### src/rtl/sr_ff_excitation_driver_pkg.sv
// ---------------------------------------------------------------------------
// sr_ff_excitation_driver_pkg
//   Shared definitions for the SR flip-flop transmit driver and the excitation
//   encoder: FSM state encodings and the {s,r} excitation codes.
// ---------------------------------------------------------------------------
package sr_ff_excitation_driver_pkg;

    typedef enum logic [1:0] {
        ST_IDLE   = 2'd0,
        ST_DRIVE  = 2'd1,
        ST_SETTLE = 2'd2
    } state_e;

    // Bit 1 is s, bit 0 is r; the 2'b11 pattern is deliberately absent.
    typedef enum logic [1:0] {
        EXC_HOLD = 2'b00,
        EXC_RST  = 2'b01,
        EXC_SET  = 2'b10
    } exc_e;

endpackage

### src/rtl/sr_ff_excitation_enc.sv
// ---------------------------------------------------------------------------
// sr_ff_excitation_enc
//   Combinational SR excitation encoder. Given the wanted next q (d_i), the
//   modelled current q (qm_i) and whether that model is trustworthy
//   (known_i), produces the s/r pair. When the model is unknown, or when
//   EXPLICIT is set, the bit is always forced explicitly.
//   Ports:
//     d_i      in  1  wanted flip-flop state
//     qm_i     in  1  modelled flip-flop state
//     known_i  in  1  qm_i is valid
//     s_nxt_o  out 1  set command
//     r_nxt_o  out 1  reset command (never high together with s_nxt_o)
// ---------------------------------------------------------------------------
module sr_ff_excitation_enc
    import sr_ff_excitation_driver_pkg::*;
#(
    parameter bit EXPLICIT = 1'b0
) (
    input  logic d_i,
    input  logic qm_i,
    input  logic known_i,
    output logic s_nxt_o,
    output logic r_nxt_o
);

    exc_e code;

    always_comb begin
        code = EXC_HOLD;
        if (!known_i || EXPLICIT) begin
            code = d_i ? EXC_SET : EXC_RST;
        end else if (d_i && !qm_i) begin
            code = EXC_SET;
        end else if (!d_i && qm_i) begin
            code = EXC_RST;
        end
    end

    assign s_nxt_o = code[1];
    assign r_nxt_o = code[0];

endmodule

### src/rtl/sr_ff_excitation_driver.sv
// ---------------------------------------------------------------------------
// sr_ff_excitation_driver
//   Transmit side of an SR flip-flop link. Accepts a WIDTH-bit target word
//   over valid/ready, walks it LSB first and drives registered s/r so the
//   downstream SR flip-flop's q follows the bits. Each bit takes two cycles:
//   DRIVE (s/r asserted) then SETTLE (s=r=0, feedback sampled at its end).
//   Mismatching feedback raises a sticky err and records the first bad index.
//   Ports:
//     clk       in  1      clock, all state on posedge
//     rst       in  1      synchronous active-high reset
//     in_valid  in  1      target word offered
//     in_ready  out 1      idle, word accepted when in_valid && in_ready
//     in_data   in  WIDTH  target bit sequence, bit 0 first
//     s, r      out 1      registered SR commands (never both high)
//     q_fb      in  1      flip-flop q
//     qbar_fb   in  1      flip-flop qbar
//     busy      out 1      word in progress
//     done      out 1      one-cycle pulse after the last bit is checked
//     err       out 1      sticky mismatch flag
//     err_idx   out IDX_W  index of the first mismatching bit
// ---------------------------------------------------------------------------
module sr_ff_excitation_driver
    import sr_ff_excitation_driver_pkg::*;
#(
    parameter  int WIDTH    = 8,
    parameter  bit EXPLICIT = 1'b0,
    localparam int IDX_W    = $clog2(WIDTH)
) (
    input  logic             clk,
    input  logic             rst,
    input  logic             in_valid,
    output logic             in_ready,
    input  logic [WIDTH-1:0] in_data,
    output logic             s,
    output logic             r,
    input  logic             q_fb,
    input  logic             qbar_fb,
    output logic             busy,
    output logic             done,
    output logic             err,
    output logic [IDX_W-1:0] err_idx
);

    state_e             state_q, state_d;
    logic [WIDTH-1:0]   shift_q, shift_d;
    logic [IDX_W-1:0]   idx_q, idx_d;
    logic               qm_q, qm_d;
    logic               known_q, known_d;
    logic               s_q, r_q;
    logic               done_q, done_d;
    logic               err_q, err_d;
    logic [IDX_W-1:0]   err_idx_q, err_idx_d;

    logic               cur_bit;
    logic               fb_ok;
    logic               enc_bit;
    logic               enc_s, enc_r;
    logic               s_d, r_d;

    assign cur_bit = shift_q[0];
    // An X/Z feedback makes fb_ok unknown, which the if below treats as a mismatch.
    assign fb_ok   = (q_fb == cur_bit) && (qbar_fb == ~cur_bit);

    // s/r are registered, so the encoder looks one cycle ahead: the bit about
    // to enter DRIVE, against the model as it will be after this edge.
    assign enc_bit = (state_q == ST_IDLE) ? in_data[0] : shift_q[1];

    sr_ff_excitation_enc #(
        .EXPLICIT (EXPLICIT)
    ) u_enc (
        .d_i     (enc_bit),
        .qm_i    (qm_d),
        .known_i (known_d),
        .s_nxt_o (enc_s),
        .r_nxt_o (enc_r)
    );

    always_comb begin
        state_d   = state_q;
        shift_d   = shift_q;
        idx_d     = idx_q;
        qm_d      = qm_q;
        known_d   = known_q;
        done_d    = 1'b0;
        err_d     = err_q;
        err_idx_d = err_idx_q;

        unique case (state_q)
            ST_IDLE: begin
                if (in_valid) begin
                    shift_d = in_data;
                    idx_d   = '0;
                    state_d = ST_DRIVE;
                end
            end
            ST_DRIVE: begin
                state_d = ST_SETTLE;
            end
            ST_SETTLE: begin
                if (fb_ok) begin
                    qm_d    = cur_bit;
                    known_d = 1'b1;
                end else begin
                    // Forget the model so the next bit is forced explicitly.
                    known_d = 1'b0;
                    err_d   = 1'b1;
                    if (!err_q) begin
                        err_idx_d = idx_q;
                    end
                end
                if (idx_q == IDX_W'(WIDTH - 1)) begin
                    state_d = ST_IDLE;
                    done_d  = 1'b1;
                end else begin
                    idx_d   = idx_q + IDX_W'(1);
                    shift_d = shift_q >> 1;
                    state_d = ST_DRIVE;
                end
            end
            default: begin
                state_d = ST_IDLE;
            end
        endcase

        s_d = (state_d == ST_DRIVE) && enc_s;
        r_d = (state_d == ST_DRIVE) && enc_r;
    end

    always_ff @(posedge clk) begin
        if (rst) begin
            state_q   <= ST_IDLE;
            shift_q   <= '0;
            idx_q     <= '0;
            qm_q      <= 1'b0;
            known_q   <= 1'b0;
            s_q       <= 1'b0;
            r_q       <= 1'b0;
            done_q    <= 1'b0;
            err_q     <= 1'b0;
            err_idx_q <= '0;
        end else begin
            state_q   <= state_d;
            shift_q   <= shift_d;
            idx_q     <= idx_d;
            qm_q      <= qm_d;
            known_q   <= known_d;
            s_q       <= s_d;
            r_q       <= r_d;
            done_q    <= done_d;
            err_q     <= err_d;
            err_idx_q <= err_idx_d;
        end
    end

    assign in_ready = (state_q == ST_IDLE);
    assign busy     = (state_q != ST_IDLE);
    assign s        = s_q;
    assign r        = r_q;
    assign done     = done_q;
    assign err      = err_q;
    assign err_idx  = err_idx_q;

endmodule

### config.mk
export PLATFORM = sky130hd
export DESIGN_NAME = sr_ff_excitation_driver
export DESIGN_NICKNAME = d
export VERILOG_FILES = /design/src/rtl/sr_ff_excitation_driver_pkg.sv /design/src/rtl/sr_ff_excitation_enc.sv /design/src/rtl/sr_ff_excitation_driver.sv
export SDC_FILE = /design/constraint.sdc
export NUM_CORES = 1
export LEC_CHECK = 0
export BUFFER_PORTS_ARGS = -buffer_cell sky130_fd_sc_hd__buf_2
export CAP_MARGIN = 20
export CORE_UTILIZATION = 30
export CTS_CLUSTER_SIZE = 20
export DETAILED_ROUTE_END_ITERATION = 8
export PLACE_DENSITY_LB_ADDON = 0.12
export SETUP_SLACK_MARGIN = 0.3
export SLEW_MARGIN = 5
export SYNTH_ARGS = -nofsm -noshare
export SYNTH_HDL_FRONTEND = slang
export SYNTH_SLANG_ARGS = --single-unit
### constraint.sdc
create_clock -name clk -period 2.3 [get_ports clk]
set_clock_uncertainty 0.05 [all_clocks]
set_input_delay 0.115 -clock clk [delete_from_list [all_inputs] [get_ports clk]]
set_output_delay 0.115 -clock clk [all_outputs]
set_load 0.02 [all_outputs]
Yosys cells after proc, flatten, opt, wreduce, memory -nomap -nowiden

Index checks and enable logic that the tools add are counted.

Flip-flop bits (word level): 22
Input bits: 13
Output and inout bits: 9
Logic and storage cells: 56

Add/sub/neg operators: 1
Eq/ne operators: 8
Multiplexer cells: 19
Bitwise operators: 4
Reductions and logical operators: 14

Operators with widths:

| operator                                       | number |
|---|---|
| 2-to-1 mux 8 bit                               | 2 |
| one-hot mux 8 bit (2 select lines)             | 1 |
| 2-to-1 mux 1 bit                               | 8 |
| 2-to-1 mux 2 bit                               | 4 |
| 2-to-1 mux 3 bit                               | 2 |
| one-hot mux 2 bit (3 select lines)             | 1 |
| one-hot mux 3 bit (2 select lines)             | 1 |
| AND reduction 3 bit                            | 2 |
| logical AND 1 bit                              | 5 |
| == test 2 x 1 -> 1 bit (second input constant) | 2 |
| != test 2 bit (second input constant)          | 2 |
| NOT 1 bit                                      | 4 |
| nonzero test 2 bit                             | 2 |
| adder 3 x 1 -> 3 bit (second input constant)   | 1 |
| == test 3 bit (second input constant)          | 1 |
| == test 1 bit                                  | 2 |
| == test 2 bit (second input constant)          | 1 |
| logical NOT 1 bit                              | 2 |
| logical NOT 2 bit                              | 1 |
| AND reduction 2 bit                            | 1 |
| OR reduction 2 bit                             | 1 |

Depth between registers and ports, before layout

Depth in word-level cells: 10
Gate-level depth with buffers: 7

Cells and area by module

From an unflattened synthesis, not the netlist that was laid out.

Cells, all modules: 104
Area, all modules: 958.4 um2

By module, submodules not included:

| module                  | instances | cells an instance | area an instance (um2) | sequential area each (um2) |
|---|---|---|---|---|
| sr_ff_excitation_driver | 1         | 101               | 942.2                  | 440.4 |
| sr_ff_excitation_enc    | 1         | 3                 | 16.3                   | 0.0 |

Worst setup path after synthesis

OpenSTA, ideal clock, no wires.

Kind: register to register
Start: register idx_q[0]
End: register s_q (netlist: s)
Library setup time: 0.088 ns
Data arrival time: 1.477 ns
Slack: 0.685 ns
Stages on the path, launching flop included: 7
Path buffers: 1
Clock period less this slack: 1.615 ns
Path through: dfxtp_1 > ha_1 > ha_1 > nand2b_1 > a211o_1 > buf_6 > a311oi_2

Cells in the longest elaborated chain, start to end: 5

RTL lines:

| what                               | line                           | text |
|---|---|---|
| start, declared                    | sr_ff_excitation_driver.sv:46  | `logic [IDX_W-1:0] idx_q, idx_d;` |
| start signal, assigned             | sr_ff_excitation_driver.sv:144 | `idx_q <= idx_d;` |
| == test 3 bit                      | sr_ff_excitation_driver.sv:111 | `if (idx_q == IDX_W'(WIDTH - 1)) begin` |
| 2-to-1 mux 1 bit                   | sr_ff_excitation_driver.sv:111 |  |
| one-hot mux 2 bit (3 select lines) | sr_ff_excitation_driver.sv:88  | `unique case (state_q)` |
| == test 2 x 1 -> 1 bit             | sr_ff_excitation_driver.sv:125 | `s_d = (state_d == ST_DRIVE) && enc_s;` |
| logical AND 1 bit                  | sr_ff_excitation_driver.sv:125 |  |
| end signal, assigned               | sr_ff_excitation_driver.sv:136 | `s_q <= 1'b0;` |
| end signal, assigned               | sr_ff_excitation_driver.sv:147 | `s_q <= s_d;` |
| end, declared                      | sr_ff_excitation_driver.sv:49  | `logic s_q, r_q;` |

No other way between the ends.
A chain may end at the register's enable or synchronous reset.

Worst setup path after layout

Ends and elaborated chain as after synthesis.

==> results by group <==
Run status
  • Status: completed

Yosys
  • Flip-flop and latch count after synthesis: 22
  • Syn_area_per_cell: about 10 um2
  • Syn Inst Count: 94
  • Area contributors post-synth: dfxtp_1 46%, mux2i_1 11%, o2bb2ai_1 6.4%, nor2_1 2.8%, a21oi_1 2.6%
  • Yosys cell types: 30
  • Post-synthesis cell area: ~950 um2
  • Seq/Total Area, Yosys: 0.463
  • Mapped Nets: 109
  • Post-synth top area cell: dfxtp_1
  • Synth top area share: 0.463
  • Synth warn: 0

Setup path
  • Req. time, crit path: 2.48 ns
  • Crit. End Element: register
  • Maximum fanout along the worst path: 9
  • Worst setup SP type: register
  • WS Path Type: reg -> reg
  • Critical Path AT: 1.94 ns

Routing
  • Initial DRC Count: 17
  • Antenna viol nets, final: 0
  • 1st-pass router iterations: 4
  • DRT Wirelength: 1.74 mm
  • DRC Markers: 0
  • Wire per inst: between 10 and 15 um
  • Post-DR vias/cell: 4.66
  • Detailed-route via count: 741

Timing
  • Minimum clock period after layout: 1.76 ns
  • Final hold viol count: 0
  • Slew margin rel.: 0.746
  • Fin. max-slew vios: 0
  • RSZ-0062 raised after global routing: false
  • TNS Setup: 0 ns
  • Worst Tran Pin Value: 0.380 ns
  • Worst Hold Slack: 0.0246 ns
  • FMAX: ~570 MHz
  • Crit share post-route: 0.767
  • Final setup viols: 0

Die
  • Core footprint: 3030 um2
  • Die height: 58.3 um
  • Die area: 3400 um2
  • Initial Util: 0.314
  • # rows: 20
  • IO Pins: 22
  • Die W: 58.3 um

Global route
  • Grt ovf: 0
  • GRT Util Overall: 0.114
  • First-pass GRT wire length: 2.92 mm
  • Pin count of the biggest net entering global routing: 14
  • Vias in the first global route: 689
  • Initial antenna violation count: 0

CTS
  • Post-cts sizing count: 0
  • Clock Tree Buf Depth: 2
  • Hold-fix buffer count after cts: 0
  • CTS root buf: clkbuf_4
  • CTS tree: built
  • H-tree lvl count: 1
  • Reg clk slew, reported paths: 0.12 ns
  • TritonCTS Buffers: 3
  • Sink Count: 22
  • Worst skew pair latency: 0.30 ns
  • Post-CTS setup buffers: 0

Layout
  • Area delta synth->final: 17.6%
  • Fin nets: 131
  • Ant diodes: 0
  • Layout cell share with drive strength beyond 1: 0.252

Placed design
  • # port buffers: 21
  • Detail Placement HPWL: 1.31 mm
  • GPL Wtd Cong: 0.675

Pwr
  • Leak: between 0.5 and 0.6 nW
  • Final Power: between 0.7 and 0.8 mW
  • Maximum vdd drop: 300 uV
  • Pwr/cell area: 642 nW/um2

Run
  • Max Cap Viol: 0

Hold path
  • Hold Path Class: in -> reg
flip-flops by register name, summed over array words and instances, names as in the netlist, 2 cells and up:
signal and cells:
idx_q 3, err_idx 3, shift_q 8, state_q 2
path summary, 6_finish.rpt:
| path | start | endpoint | slack [ns] | cells after the start |
|---|---|---|---|---|
| setup / recovery | idx_q[0] | s | 0.54 | 5 |
| hold / removal | in_data[1] | shift_q[1] | 0.02 | 3 |
| setup reg to reg | idx_q[0] | s | 0.54 | 5 |
| hold reg to reg | err | err | 0.42 | 2 |
where the power goes:
group	switching [mW]	internal [mW]	leakage, nW
registers	0.0145	0.400	0.179
logic	0.0509	0.0419	0.338
clock network	0.114	0.0966	0.0210
per-layer routing:
layer	up-vias	routed length [um]	GRT usage
met4	0	19	0.0408
met3	2	58	0.0396
met5	-	0	0
li1	383	-	-
met2	12	850	0.197
met1	344	810	0.132
layout by cell type (no fill, tap or decap), drive strengths merged, types with 3 or more instances in the layout:
master / synthesis / routed
a21oi: 5 / 5
buf: 4 / 22
clkbuf: 1 / 4
dfxtp: 22 / 22
inv: 5 / 5
mux2i: 10 / 10
nand2: 3 / 3
nand2b: 5 / 5
nor2: 8 / 8
o21ai: 4 / 4
o2bb2ai: 7 / 7
synth_stat cells (all sizes together):
cell	instances
dfxtp	22
mux2i	10
nor2	8
o2bb2ai	7
a21oi	5
inv	5
nand2b	5
buf	4
o21ai	4
nand2	3
a22o	2
ha	2
nor3	2
nor3b	2
a211o	1
a2bb2oi	1
a311oi	1
and2	1
clkbuf	1
nand3	1
nand3b	1
nand4	1
nor2b	1
nor4bb	1
o211a	1
o22ai	1
or3b	1
through the flow:
| stage | setup WS [ns] | instances | cell area, um2 | utilization |
|---|---|---|---|---|
| floorplan | 0.685 | 94 | 951 | - |
| global placement | 0.600 | 155 | 1080 | 0.357 |
| detailed placement | 0.557 | 155 | 1080 | 0.357 |
| CTS | 0.534 | 159 | 1120 | 0.369 |
| global route | 0.408 | 159 | 1120 | 0.369 |
| finish | 0.537 | 159 | 1120 | 0.369 |
worst max-delay path, cell delays in order, from the launching register on:
cell and delay [ns]:
dfxtp_1 0.36, ha_1 0.21, ha_1 0.24, nand2b_1 0.18, a211o_1 0.39, a311oi_2 0.26
logic make-up (layout without fill, tap and decap cells):
group | Yosys count | after routing | synth area share
compound gates | 23 | 23 | 0.182
fa+ha+maj | 2 | 2 | 0.0263
buf+inv | 10 | 31 | 0.0579
flops | 22 | 22 | 0.463
mux | 10 | 10 | 0.105
simple gates | 27 | 27 | 0.166
layout make-up:
class                           instances  area (um2)
Fill cell                             325        1910
Multi-Input combinational cell         62         455
Sequential cell                        22         440
Timing Repair Buffer                   22         113
Tap cell                               44        55.1
Clock buffer                            4        36.3
Inverter                                5        18.8
(Power assumes the default switching activity.)
